<file path="src/rtl/sync_fifo_pkg.sv">
// Shared constants and elaboration helpers for the single-clock programmable FIFO.
package sync_fifo_pkg;

  localparam string FT_TRUE  = "TRUE";
  localparam string FT_FALSE = "FALSE";

  function automatic int unsigned fifo_depth(input int unsigned asize);
    return 32'd1 << asize;
  endfunction

  function automatic bit level_in_range(input int lvl, input int lo, input int hi);
    return (lvl >= lo) && (lvl <= hi);
  endfunction

endpackage

</file>
<file path="src/rtl/sync_fifo_ram.sv">
// FIFO storage: write-clocked RAM with either a combinational (fall-through)
// or a registered read port.
module sync_fifo_ram
  import sync_fifo_pkg::*;
#(
  parameter int    DSIZE       = 8,
  parameter int    ASIZE       = 4,
  parameter string FALLTHROUGH = "FALSE"
) (
  input  logic             clk,
  input  logic             rst_n,
  input  logic             we,
  input  logic [ASIZE-1:0] waddr,
  input  logic [DSIZE-1:0] wdata,
  input  logic             re,
  input  logic [ASIZE-1:0] raddr,
  output logic [DSIZE-1:0] rdata
);

  localparam int unsigned DEPTH = fifo_depth(ASIZE);

  logic [DSIZE-1:0] mem_r [DEPTH];

  // RAM write port; no reset so the array maps onto block/distributed RAM.
  always_ff @(posedge clk) begin
    if (we) begin
      mem_r[waddr] <= wdata;
    end
  end

  if (FALLTHROUGH == FT_TRUE) begin : g_fwft
    assign rdata = mem_r[raddr];
  end else begin : g_reg
    logic [DSIZE-1:0] rdata_r;

    // Registered read port: loads only on an accepted pop, otherwise holds.
    always_ff @(posedge clk or negedge rst_n) begin
      if (!rst_n) begin
        rdata_r <= '0;
      end else if (re) begin
        rdata_r <= mem_r[raddr];
      end else begin
        rdata_r <= rdata_r;
      end
    end

    assign rdata = rdata_r;
  end

endmodule

</file>
<file path="src/rtl/sync_fifo_prog.sv">
// Single-clock FIFO with fill level, programmable almost-full/almost-empty
// thresholds, synchronous flush and sticky overflow/underflow flags.
module sync_fifo_prog
  import sync_fifo_pkg::*;
#(
  parameter int    DSIZE        = 8,
  parameter int    ASIZE        = 4,
  parameter string FALLTHROUGH  = "FALSE",
  parameter int    AFULL_LEVEL  = int'(fifo_depth(ASIZE)) - 32'sd1,
  parameter int    AEMPTY_LEVEL = 32'sd1
) (
  input  logic             clk,
  input  logic             rst_n,
  input  logic             flush,
  input  logic             winc,
  input  logic [DSIZE-1:0] wdata,
  output logic             wfull,
  output logic             awfull,
  input  logic             rinc,
  output logic [DSIZE-1:0] rdata,
  output logic             rempty,
  output logic             arempty,
  output logic [ASIZE:0]   level,
  output logic             overflow,
  output logic             underflow
);

  localparam int unsigned    DEPTH    = fifo_depth(ASIZE);
  localparam logic [ASIZE:0] DEPTH_L  = (ASIZE+1)'(DEPTH);
  localparam logic [ASIZE:0] AFULL_L  = (ASIZE+1)'(AFULL_LEVEL);
  localparam logic [ASIZE:0] AEMPTY_L = (ASIZE+1)'(AEMPTY_LEVEL);
  localparam logic [ASIZE:0] ONE_L    = {{ASIZE{1'b0}}, 1'b1};

  if (!((FALLTHROUGH == FT_TRUE) || (FALLTHROUGH == FT_FALSE))) begin : g_bad_ft
    $error("sync_fifo_prog: FALLTHROUGH must be \"TRUE\" or \"FALSE\"");
  end
  if (!level_in_range(AFULL_LEVEL, 32'sd1, int'(DEPTH))) begin : g_bad_afull
    $error("sync_fifo_prog: AFULL_LEVEL must lie in 1..DEPTH");
  end
  if (!level_in_range(AEMPTY_LEVEL, 32'sd0, int'(DEPTH) - 32'sd1)) begin : g_bad_aempty
    $error("sync_fifo_prog: AEMPTY_LEVEL must lie in 0..DEPTH-1");
  end

  logic [ASIZE:0] wptr_r, rptr_r, level_r;
  logic [ASIZE:0] wptr_next_s, rptr_next_s, level_next_s;
  logic           wr_acc_s, rd_acc_s;
  logic           wfull_r, awfull_r, rempty_r, arempty_r;
  logic           overflow_r, underflow_r;

  // Accept decisions and next pointers; flush overrides both requests.
  always_comb begin
    wr_acc_s    = 1'b0;
    rd_acc_s    = 1'b0;
    wptr_next_s = wptr_r;
    rptr_next_s = rptr_r;
    if (flush) begin
      wptr_next_s = '0;
      rptr_next_s = '0;
    end else begin
      wr_acc_s = winc && !wfull_r;
      rd_acc_s = rinc && !rempty_r;
      if (wr_acc_s) begin
        wptr_next_s = wptr_r + ONE_L;
      end else begin
        wptr_next_s = wptr_r;
      end
      if (rd_acc_s) begin
        rptr_next_s = rptr_r + ONE_L;
      end else begin
        rptr_next_s = rptr_r;
      end
    end
    level_next_s = wptr_next_s - rptr_next_s;
  end

  // Pointers, level and status flags; flags are registered from the next
  // level so they always equal a decode of the level register.
  always_ff @(posedge clk or negedge rst_n) begin
    if (!rst_n) begin
      wptr_r    <= '0;
      rptr_r    <= '0;
      level_r   <= '0;
      wfull_r   <= 1'b0;
      awfull_r  <= 1'b0;
      rempty_r  <= 1'b1;
      arempty_r <= 1'b1;
    end else begin
      wptr_r    <= wptr_next_s;
      rptr_r    <= rptr_next_s;
      level_r   <= level_next_s;
      wfull_r   <= (level_next_s == DEPTH_L);
      awfull_r  <= (level_next_s >= AFULL_L);
      rempty_r  <= (level_next_s == '0);
      arempty_r <= (level_next_s <= AEMPTY_L);
    end
  end

  // Sticky error flags, cleared only by reset or flush.
  always_ff @(posedge clk or negedge rst_n) begin
    if (!rst_n) begin
      overflow_r  <= 1'b0;
      underflow_r <= 1'b0;
    end else if (flush) begin
      overflow_r  <= 1'b0;
      underflow_r <= 1'b0;
    end else begin
      overflow_r  <= overflow_r  | (winc && wfull_r);
      underflow_r <= underflow_r | (rinc && rempty_r);
    end
  end

  sync_fifo_ram #(
    .DSIZE       (DSIZE),
    .ASIZE       (ASIZE),
    .FALLTHROUGH (FALLTHROUGH)
  ) u_ram (
    .clk   (clk),
    .rst_n (rst_n),
    .we    (wr_acc_s),
    .waddr (wptr_r[ASIZE-1:0]),
    .wdata (wdata),
    .re    (rd_acc_s),
    .raddr (rptr_r[ASIZE-1:0]),
    .rdata (rdata)
  );

  assign wfull     = wfull_r;
  assign awfull    = awfull_r;
  assign rempty    = rempty_r;
  assign arempty   = arempty_r;
  assign level     = level_r;
  assign overflow  = overflow_r;
  assign underflow = underflow_r;

endmodule

</file>
<file path="config.mk">
export PLATFORM = sky130hd
export DESIGN_NAME = sync_fifo_prog
export DESIGN_NICKNAME = d
export VERILOG_FILES = /design/src/rtl/sync_fifo_pkg.sv /design/src/rtl/sync_fifo_ram.sv /design/src/rtl/sync_fifo_prog.sv
export SDC_FILE = /design/constraint.sdc
export NUM_CORES = 1
export LEC_CHECK = 0
export CORE_UTILIZATION = 55
export CTS_CLUSTER_DIAMETER = 50
export DETAILED_ROUTE_END_ITERATION = 10
export GPL_ROUTABILITY_DRIVEN = 0
export GPL_TIMING_DRIVEN = 1
export PLACE_DENSITY = 0.74
export RECOVER_POWER = 25
export SYNTH_ARGS = -nofsm -noshare
export SYNTH_HDL_FRONTEND = slang
export SYNTH_HIERARCHICAL = 1
export SYNTH_SLANG_ARGS = --single-unit
</file>
<file path="constraint.sdc">
create_clock -name clk -period 6.45 [get_ports clk]
set_clock_uncertainty 0.05 [all_clocks]
set_input_delay 1.29 -clock clk [delete_from_list [all_inputs] [get_ports clk]]
set_output_delay 1.29 -clock clk [all_outputs]
set_load 0.05 [all_outputs]
</file>
==> results of run 1 <==
==> final timing paths <==
kind / to / depth (start not counted)
worst max-delay path: wfull / 12
worst min-delay path: underflow / 2
worst max register to register: wfull / 8
worst min register to register: underflow / 2
max in group asynchronous: rptr_r[2] / 2
min in group asynchronous: underflow / 2
==> worst min-delay path: cells and delay by family (launching register included) <==
kind	cells	cell delay, ps
DFF	1	340
AOI/OAI and AO/OA	1	40
and+or+nand+nor	1	80
==> cells in the final DEF (no fill, tap or decap), types with 2 or more instances in the layout <==
| cell type | instances |
|---|---|
| mux4_2 | 26 |
| and2_1 | 2 |
| dlygate4sd3_1 | 5 |
| dfrtp_1 | 26 |
| or2_2 | 5 |
| ha_1 | 6 |
| a221oi_2 | 8 |
| clkinvlp_4 | 2 |
| clkbuf_16 | 17 |
| nor3b_1 | 2 |
| nand3b_1 | 3 |
| nor2_1 | 30 |
| o211ai_1 | 2 |
| o22ai_1 | 7 |
| mux2i_1 | 9 |
| clkbuf_1 | 3 |
| inv_1 | 8 |
| nand2_1 | 6 |
| xor2_1 | 5 |
| mux4_1 | 6 |
| clkdlybuf4s50_1 | 26 |
| edfxtp_1 | 128 |
| nor3_1 | 5 |
| nor2b_1 | 4 |
| a21oi_1 | 5 |
| bufinv_16 | 4 |
| clkinv_2 | 5 |
| dfstp_2 | 2 |
| buf_4 | 5 |
| nand4_1 | 2 |
| xnor2_1 | 2 |
| nand2b_1 | 4 |
| o21ai_0 | 2 |
| nand3_1 | 2 |
==> synthesized netlist by cell type (3+ instances only) <==
library cell	instances	area (um2)
edfxtp_1	128	3844
mux2i_1	9	90.09
buf_1	4	15.01
dfrtp_1	27	675.7
nor2b_1	4	25.02
nor2_1	30	112.6
nand2b_1	4	25.02
inv_1	8	30.03
a21oi_1	5	25.02
nand2_1	6	22.52
mux4_1	6	157.7
nor3_1	5	25.02
xor2_1	5	43.79
a221oi_2	8	120.1
nand3b_1	3	22.52
mux4_2	26	585.6
ha_1	6	75.07
o22ai_1	7	43.79
buf_6	5	56.30
or2_2	5	31.28
==> area by class of cell <==
type,instances,area (um2)
fill,771,3949
multi-input combinational,160,1672
clock inverter,12,168.9
clock buffer,20,446.7
timing repair buffer,37,351.6
tap,143,178.9
sequential,157,4573
inverter,8,30.03
==> power breakdown <==
part           internal [mW]  switching [mW]
logic                  0.212           0.359
registers               1.17          0.0499
clock network          0.654           0.369
total                   2.03           0.778
==> kinds of logic (layout without fill, tap and decap cells) <==
kind of cell             count (synthesis)  in the layout  synth area share
XOR/XNOR                                 7              7          0.009563
adder cells (fa/ha/maj)                  7              7           0.01483
multiplexers                            41             41            0.1300
flip-flops                             157            157            0.7131
AND/OR/NAND/NOR                         71             71           0.05699
AO/OA/AOI/OAI                           34             34           0.04938
buffers and inverters                   24             77           0.02615
==> registers in the layout, summed over array words and instances, names as in the netlist <==
signal,cells
u_ram/mem_r,128
u_ram/rdata,8
level,5
rptr_r,5
wptr_r,5
arempty,1
awfull,1
overflow,1
rempty,1
underflow,1
wfull,1
==> per-layer routing <==
layer  vias up  part of all wire  track usage
met2       102              0.54       0.4004
met4         0             0.011      0.08571
li1       1443                 -            -
met3        14             0.062      0.05750
met1      1643              0.39       0.2684
met5         -                 0            0
==> metrics by stage <==
step                      setup slack (ps)  utilization  power [mW]  hold slack (ps)  cell area [um2]
after CTS                             2309       0.6530       2.832            466.2             7425
after detailed placement              1893       0.5989       1.807            448.5             6809
after global placement                2072       0.5989       1.794            438.4             6809
after floorplan                       2801            -       1.628            497.9             6411
final                                 2304       0.6527       2.813            453.5             7421
after global routing                  2026       0.6527       2.915            494.1             7421
==> out/qor.csv, run 1 <==
stage;metric;value;unit
floorplan;initial_utilization;0.5639;
final_layout;antenna_cells;0;
worst_setup_path;crit_slowest_cell;nor3b_1;
synth;ys.flop_type;edfxtp_1;
pwr;power_density;379.0;nW/um2
clock_tree;clkSlewWorstSetupHoldPaths;60;ps
clock_tree;cts_tree;done;
synth;async_flop_share;0.1847;
worst_setup_path;crit_path_max_incr_delay;530;ps
worst_setup_path;worst-r2r-setup-slack;3120;ps
grt;track_usage;0.2274;
detailed_routing;drt-total-wl;12.35;mm
timing;fmax;241.2;MHz
placement;place_inst;505;
floorplan;num_io_pins;32;
pwr;peakVddDrop;295.2;uV
worst_setup_path;critPathLaunch;rinc;
clock_tree;post_cts_resized;0;
worst_setup_path;critPathKind;in -> reg;
synth;synth_edf_count;128;
worst_setup_path;crit_fanout;5;
worst_setup_path;endpoint_kind;register;
clock_tree;cts_setup_buffers;0;
clock_tree;htreeDepth;4;
timing;hold_violations;0;
floorplan;core_area;11370;um2
timing;timing.final.crit_share;0.6427;
timing;worst-slew-pin-transition;1732;ps
synth;yosys_warnings;6;
floorplan;die_h;110.0;um
clock_tree;numCtsBuffers;17;
final_layout;fin_cells;537;
detailed_routing;drc;0;
clock_tree;clk_latency;410;ps
worst_setup_path;crit_path_start_kind;input pin;
worst_setup_path;path_buf_inv;2;
outcome;status;finished, violations left;
detailed_routing;vias_per_cell;5.963;
timing;slew_headroom;-0.1546;
timing;setup_viol;0;
timing;tns;0;ps
detailed_routing;drt_iter0_drc;307;
timing;rsz0062_at_grt;false;
worst_hold_path;hp-start;underflow;
final_layout;synthToLayoutAreaGrowth;15.75;%
worst_setup_path;cp_top_family;simple AND/OR/NAND/NOR gates;
grt;grt_max_degree;36;
synth;ys_seq_area_frac;0.7131;
floorplan;rows;39;
final_layout;nets;401;
synth;synth.net_count;361;
grt;grt_first_pass_wirelength;18.52;mm
placement;hpwl;7.436;mm
detailed_routing;wl_per_cell;22.99;um
clock_tree;cts_hold_buf;0;
detailed_routing;final_antenna_net_count;0;
outcome;violations;capacitance limit, slew limit;
timing;slew_viol_final;30;
clock_tree;clockRootBuffer;clkbuf_16;
worst_setup_path;worstPathCellList;clkdlybuf4s50_1 > nor2b_1 > xnor2_1 > nor2_1 > ha_1 > inv_1 > fa_1 > a21o_1 > a21oi_1 > o41ai_1 > nor3b_1 > o21ba_1;
synth;ys_types;50;
clock_tree;clkSinkCount;157;
synth;ys_seq_elements;157;
clock_tree;cts_buffer_depth;2;
worst_setup_path;r2r_start;rptr_r[2];
worst_setup_path;cp.required;6750;ps
grt;grt_antenna_before_repair;0;
detailed_routing;first_pass_iters;5;
grt;grt_pass1_vias;3401;
worst_setup_path;critical_path_arrival;4450;ps
placement;port_buffers;31;
final_layout;drive_above_1_share;0.2107;
detailed_routing;vias;3202;
pwr;p_leak;2.513;nW
synth;syn_area;6411;um2
flow_run;drv_cap;1;
synth;syn-instance-count;341;
worst_hold_path;min_path_type;reg -> reg;
floorplan;die_width;110.0;um
floorplan;dieArea;12090;um2
timing;finalCriticalPeriod;4146;ps
synth;syn_area_per_cell;18.80;um2
grt;grt-ovfl-total;0;
Power figures use the tool's default switching activity.
==> run 2: changes to the inputs <==
--- a/config.mk
+++ b/config.mk
@@ -5,12 +5,12 @@
 export SDC_FILE = /design/constraint.sdc
 export NUM_CORES = 1
 export LEC_CHECK = 0
-export CORE_UTILIZATION = 55
+export CORE_UTILIZATION = 54
 export CTS_CLUSTER_DIAMETER = 50
 export DETAILED_ROUTE_END_ITERATION = 10
 export GPL_ROUTABILITY_DRIVEN = 0
 export GPL_TIMING_DRIVEN = 1
-export PLACE_DENSITY = 0.74
+export PLACE_DENSITY = 0.76
 export RECOVER_POWER = 25
 export SYNTH_ARGS = -nofsm -noshare
 export SYNTH_HDL_FRONTEND = slang
==> constraint.sdc (replaced) <==
create_clock -name clk -period 3.7 [get_ports clk]
set_clock_uncertainty 0.05 [all_clocks]
set_input_delay 0.74 -clock clk [delete_from_list [all_inputs] [get_ports clk]]
set_output_delay 0.74 -clock clk [all_outputs]
set_load 0.05 [all_outputs]
==> out/qor.csv, run 2 (same netlist as run 1, synthesis figures left out) <==
stage;metric;value;unit;change
outcome;status;finished, violations left;;
outcome;violations;DRC, capacitance limit, slew limit;;
placement;hpwl;7.680;mm;+3.3%
final_layout;seqCellArea;4572;um2;about the same
detailed_routing;final_antenna_net_count;0;;unchanged
floorplan;die_h;111.0;um;+0.90%
detailed_routing;drt-met1-wl;5.124;mm;+6.3%
detailed_routing;vias_per_cell;5.960;;about the same
final_layout;multi_input_area;1672;um2;unchanged
grt;grt_max_degree;33;;-8.3%
floorplan;num_io_pins;32;;unchanged
floorplan;initial_utilization;0.5567;;-0.007168
timing;timing.final.crit_share;0.8495;;
worst_hold_path;hold_depth;2;;unchanged
floorplan;rows;39;;unchanged
pwr;power_density;645.3;nW/um2;+70%
worst_setup_path;cp_top_family;simple AND/OR/NAND/NOR gates;;
worst_setup_path;worstReg2RegEnd;awfull;;
detailed_routing;first_pass_iters;8;;+3
final_layout;regMostFlops;u_ram/mem_r;;
detailed_routing;drt_iter0_drc;229;;-25%
detailed_routing;drc;10;;+10
grt;grt_antenna_before_repair;0;;unchanged
floorplan;die_width;111.0;um;+0.90%
timing;rsz0062_at_grt;false;;
timing;tns;0;ps;unchanged
detailed_routing;wl_per_cell;22.31;um;-3.0%
clock_tree;cts_buffer_depth;2;;unchanged
worst_setup_path;r2r_start;wptr_r[0];;
final_layout;nets;419;;+4.5%
grt;grt_pass1_vias;3532;;+3.9%
worst_setup_path;crit_path_max_incr_delay;500;ps;-30 ps
worst_setup_path;cp.required;3940;ps;-2810 ps
detailed_routing;met2_length;6.377;mm;-3.7%
timing;finalCriticalPeriod;3143;ps;
detailed_routing;vias;3308;;+3.3%
final_layout;antenna_cells;0;;unchanged
clock_tree;cts_setup_buffers;0;;unchanged
detailed_routing;top_layer;met4;;
final_layout;final_cell_mix;128 x edfxtp_1, 30 x nor2_1, 27 x dfrtp_1;;
timing;slew_headroom;-0.1275;;+0.02708
clock_tree;cts_hold_buf;0;;unchanged
final_layout;largest_reg_flops;128;;unchanged
pwr;p_int;3.477;mW;+71%
timing;slew_viol_final;30;;unchanged
flow_run;drv_cap;1;;unchanged
final_layout;synthToLayoutAreaGrowth;17.56;%;
clock_tree;post_cts_resized;0;;unchanged
clock_tree;numCtsBuffers;17;;unchanged
final_layout;final_common_cell;edfxtp_1;;
clock_tree;cts_tree;done;;
final_layout;drive_above_1_share;0.2427;;+0.03206
pwr;p_leak;2.580;nW;+2.7%
grt;grt-ovfl-total;0;;unchanged
timing;fmax;318.2;MHz;
grt;grt_first_pass_wirelength;19.50;mm;+5.3%
worst_setup_path;path_buf_inv;1;;-1
worst_hold_path;hp-start;overflow;;
clock_tree;clkSlewWorstSetupHoldPaths;60;ps;about the same
pwr;peakVddDrop;441.0;uV;+49%
pwr;p_sw;1.387;mW;+78%
worst_setup_path;critical_path_arrival;3390;ps;-1060 ps
floorplan;dieArea;12310;um2;+1.8%
worst_setup_path;r2r_cells;9;;+1
worst_hold_path;min_to;overflow;;
pwr;clkPwrFrac;0.356;;-0.008
placement;port_buffers;31;;unchanged
floorplan;core_area;11520;um2;+1.3%
timing;worst-slew-pin-transition;1691;ps;-40.62 ps
placement;dpl_worst_slack;128.7;ps;-1765 ps
worst_setup_path;crit_path_start_kind;input pin;;
final_layout;fillers;799;;+3.6%
worst_setup_path;critPathKind;in -> reg;;
clock_tree;htreeDepth;4;;unchanged
clock_tree;clockRootBuffer;clkbuf_16;;
timing;setup_viol;0;;unchanged
pwr;pwr-share-comb;0.208;;+0.005
clock_tree;clkSinkCount;157;;unchanged
grt;track_usage;0.2233;;-0.004140
worst_setup_path;crit_fanout;5;;unchanged
clock_tree;clk_latency;420;ps;about the same
worst_setup_path;crit_top_cell;nor2b_1;;
detailed_routing;met3WireLength;618;um;-19%
detailed_routing;drt-total-wl;12.38;mm;+0.30%
worst_hold_path;min_path_type;reg -> reg;;
timing;layout_setup_ws;557.0;ps;-1747 ps
timing;hold_violations;0;;unchanged
worst_setup_path;worstPathCellList;clkdlybuf4s50_1 > nor2b_1 > mux2i_1 > or2_2 > ha_1 > nor2b_1 > o21ai_0 > nor3b_1 > nor2_1 > a311o_2;;
worst_setup_path;worst-r2r-setup-slack;1010;ps;-2110 ps
pwr;switching_share;0.2852;;+0.008665
pwr;seqPwrFrac;0.435;;+0.002
worst_setup_path;crit_slowest_cell;clkdlybuf4s50_1;;
worst_setup_path;endpoint_kind;register;;
run 2: cell count changes in the layout (fill, tap and decap cells not counted):
cell | before | now
buf_4 | 5 | 23
clkinvlp_4 | 2 | 7
clkinv_2 | 5 | 1
clkbuf_1 | 3 | 1
clkinv_1 | 0 | 2
bufinv_16 | 4 | 3
clkbuf_8 | 1 | 0
dfrtp_1 | 26 | 27
dfrtp_2 | 1 | 0
inv_6 | 0 | 1
run 2: area by class of cell:
class | count | area share
Timing Repair Buffer | 55 | 0.06458
Inverter | 8 | 0.003984
Clock buffer | 17 | 0.05644
Sequential cell | 157 | 0.6066
Multi-Input combinational cell | 160 | 0.2218
Tap cell | 143 | 0.02374
Clock inverter | 15 | 0.02291
run 2: metrics by stage:
| step | util | instances | hold slack [ps] | total power, mW | cell area, um2 |
|---|---|---|---|---|---|
| 2_1_floorplan | - | 341 | 394.4 | 2.838 | 6411 |
| 3_3_place_gp | 0.6029 | 523 | 434.4 | 3.139 | 6943 |
| 3_5_place_dp | 0.6029 | 523 | 438.5 | 3.163 | 6943 |
| 4_1_cts | 0.6548 | 555 | 456.1 | 4.904 | 7541 |
| 5_1_grt | 0.6545 | 555 | 481.2 | 5.026 | 7537 |
| 6_report | 0.6545 | 555 | 456.6 | 4.864 | 7537 |
run 2: power groups by stage:
stage          sequential (mW)  combinational, mW  clock, mW
6_report                  2.12               1.01       1.73
3_3_place_gp              2.15              0.989          0
5_1_grt                   2.13               1.07       1.83
3_5_place_dp              2.15               1.01          0
4_1_cts                   2.12               1.02       1.77
2_1_floorplan             2.43              0.403          0
run 2: worst max path at each step:
| stage | depth (start not counted) | slack, ps | to | from |
|---|---|---|---|---|
| final | 10 | 560 | awfull | rinc |
| after CTS | 12 | 570 | arempty | rinc |
| after global routing | 13 | 300 | wfull | rinc |
| after floorplan | 9 | 600 | wfull | rinc |
| after global placement | 11 | 210 | wfull | rinc |
| after detailed placement | 12 | 130 | arempty | rinc |
run 2: worst register-to-register path, stage by stage, from the launching register on:
cell,delay (ps)
dfrtp_1,490
ha_1,330
nand2_1,40
a21oi_1,290
ha_1,290
nor2b_1,120
o21ai_0,190
nor3b_1,280
nor2_1,110
a311o_2,370
run 2: per-layer routing:
metal  track usage  up-vias
li1              -     1472
met5             0        -
met4        0.1078        0
met1        0.2837     1720
met2        0.3686       98
met3       0.04811       18
==> run 3: changes to the inputs <==
==> constraint.sdc (replaced) <==
create_clock -name clk -period 2.7 [get_ports clk]
set_clock_uncertainty 0.05 [all_clocks]
set_input_delay 0.54 -clock clk [delete_from_list [all_inputs] [get_ports clk]]
set_output_delay 0.54 -clock clk [all_outputs]
set_load 0.05 [all_outputs]
==> out/qor.csv, run 3 (same netlist as run 1, synthesis figures left out) <==
stage;metric;value;unit;change
outcome;status;finished, violations left;;
outcome;violations;DRC, capacitance limit, slew limit;;
worst_hold_path;min_path_type;in -> reg;;
worst_hold_path;hp-start;rinc;;
worst_setup_path;crit_slowest_cell;dfstp_2;;
worst_setup_path;endpoint_kind;register;;
clock_tree;cts_tree;done;;
detailed_routing;drt_iter0_drc;259;;+13%
timing;hold_violations;0;;unchanged
timing;slew_headroom;-0.1369;;-0.009381
worst_setup_path;crit_fanout;5;;unchanged
worst_setup_path;cp.required;3020;ps;-920 ps
detailed_routing;vias;3324;;+0.48%
detailed_routing;wl_per_cell;21.49;um;-3.7%
detailed_routing;drt-met1-wl;4.811;mm;-6.1%
timing;fmax;390.4;MHz;
final_layout;final_common_cell;edfxtp_1;;
placement;place_inst;538;;+2.9%
floorplan;die_h;111.0;um;unchanged
worst_setup_path;worstPathCellList;nor2b_4 > xnor2_1 > nor2_1 > ha_2 > inv_1 > fa_2 > a21o_1 > a21oi_2 > o41ai_2 > nor3b_2 > a311o_2;;
worst_setup_path;crit_path_start_kind;register;;
final_layout;fin_cells;571;;+2.9%
final_layout;nets;435;;+3.8%
pwr;p_leak;2.696;nW;+4.5%
clock_tree;cts_buffer_depth;2;;unchanged
detailed_routing;met3WireLength;641;um;+3.7%
pwr;peakVddDrop;693.2;uV;+57%
worst_setup_path;critPathKind;reg -> reg;;
pwr;power_density;857.2;nW/um2;+33%
placement;dpl_worst_slack;-580.0;ps;-708.7 ps
clock_tree;clk_latency;420;ps;about the same
floorplan;rows;39;;unchanged
final_layout;antenna_cells;0;;unchanged
detailed_routing;vias_per_cell;5.821;;-2.3%
detailed_routing;final_antenna_net_count;0;;unchanged
worst_setup_path;worstReg2RegEnd;awfull;;
final_layout;synthToLayoutAreaGrowth;19.26;%;
detailed_routing;first_pass_iters;7;;-1
detailed_routing;drc;2;;-8
floorplan;core_area;11520;um2;unchanged
timing;finalCriticalPeriod;2561;ps;
worst_setup_path;critical_path_arrival;2880;ps;-510 ps
timing;slew_viol_final;30;;unchanged
grt;grt_antenna_before_repair;0;;unchanged
clock_tree;cts_hold_buf;0;;unchanged
placement;port_buffers;31;;unchanged
final_layout;drive_above_1_share;0.2897;;+0.04700
detailed_routing;drt-total-wl;12.27;mm;-0.94%
timing;whs;393.0;ps;-63.68 ps
clock_tree;htreeDepth;4;;unchanged
timing;timing.final.crit_share;0.9487;;
floorplan;dieArea;12310;um2;unchanged
worst_setup_path;worst-r2r-setup-slack;140;ps;-870 ps
worst_hold_path;hold_depth;3;;+1
clock_tree;clkSinkCount;157;;unchanged
worst_setup_path;crit_path_max_incr_delay;590;ps;+90 ps
grt;track_usage;0.2233;;about the same
clock_tree;numCtsBuffers;17;;unchanged
placement;hpwl;7.889;mm;+2.7%
worst_setup_path;r2r_cells;11;;+2
grt;grt-ovfl-total;0;;unchanged
floorplan;initial_utilization;0.5567;;unchanged
timing;layout_setup_ws;138.5;ps;-418.5 ps
clock_tree;clkSlewWorstSetupHoldPaths;60;ps;about the same
timing;setup_viol;0;;unchanged
detailed_routing;met2_length;6.431;mm;+0.85%
grt;grt_max_degree;33;;unchanged
worst_hold_path;min_to;underflow;;
final_layout;largest_reg_flops;128;;unchanged
pwr;p_total;6.554;mW;+35%
final_layout;final_cell_mix;128 x edfxtp_1, 38 x buf_4, 30 x nor2_1;;
clock_tree;clockRootBuffer;clkbuf_16;;
detailed_routing;top_layer;met4;;
final_layout;regMostFlops;u_ram/mem_r;;
timing;worst-slew-pin-transition;1705;ps;+14.07 ps
worst_setup_path;r2r_start;rempty;;
grt;grt_pass1_vias;3505;;-0.76%
flow_run;drv_cap;1;;unchanged
worst_setup_path;critPathLaunch;rempty;;
grt;grt_first_pass_wirelength;19.35;mm;-0.74%
floorplan;die_width;111.0;um;unchanged
floorplan;num_io_pins;32;;unchanged
## run 3: layer usage
layer,track usage,vias up
met4,0.1215,0
met1,0.2645,1686
met2,0.3790,107
li1,-,1505
met3,0.05358,26
met5,0,-
## run 3: critical path, delay by kind of cell (launching register included)
kind                       cells  cell delay [ps]
AOI/OAI and AO/OA              4              620
DFF                            1              590
adders and majority gates      2              550
and+or+nand+nor                3              520
xor gates and xnor gates       1              120
buffers and inverters          1               60
## run 3: worst max path at each step
stage	to	slack [ps]
after floorplan	wfull	30
after global placement	wfull	-520
after detailed placement	wfull	-580
after CTS	awfull	0.3
after global routing	awfull	-20
final	awfull	140
## run 3: area by class of cell
type                       instances  area (um2)
sequential                       157        4572
fill                             754        3870
multi-input combinational        160        1712
timing repair buffer              71       601.8
clock buffer                      20       467.9
tap                              143       178.9
clock inverter                    12       83.83
inverter                           8       30.03
## run 3: metrics by stage
| stage | area (um2) | TNS, ps | utilization |
|---|---|---|---|
| 6_report | 7646 | 0 | 0.6640 |
| 5_1_grt | 7646 | -41.62 | 0.6640 |
| 4_1_cts | 7644 | 0 | 0.6637 |
| 3_5_place_dp | 7069 | -3309 | 0.6139 |
| 3_3_place_gp | 7069 | -2795 | 0.6139 |
| 2_1_floorplan | 6425 | 0 | - |
## run 3: repair_timing
action | CTS | global route
cloned | 0 | 0
buffers inserted | 1 | 0
endpoints found under the setup margin | 5 | 5
pin swaps | 6 | 7
resized for setup | 4 | 8
## run 3: power breakdown
part	internal, mW	switching, mW	leakage (nW)	total [mW]
logic	0.598	0.889	0.898	1.49
clock network	1.26	0.920	0.281	2.18
registers	2.79	0.0962	1.52	2.89
total	4.65	1.91	2.70	6.55
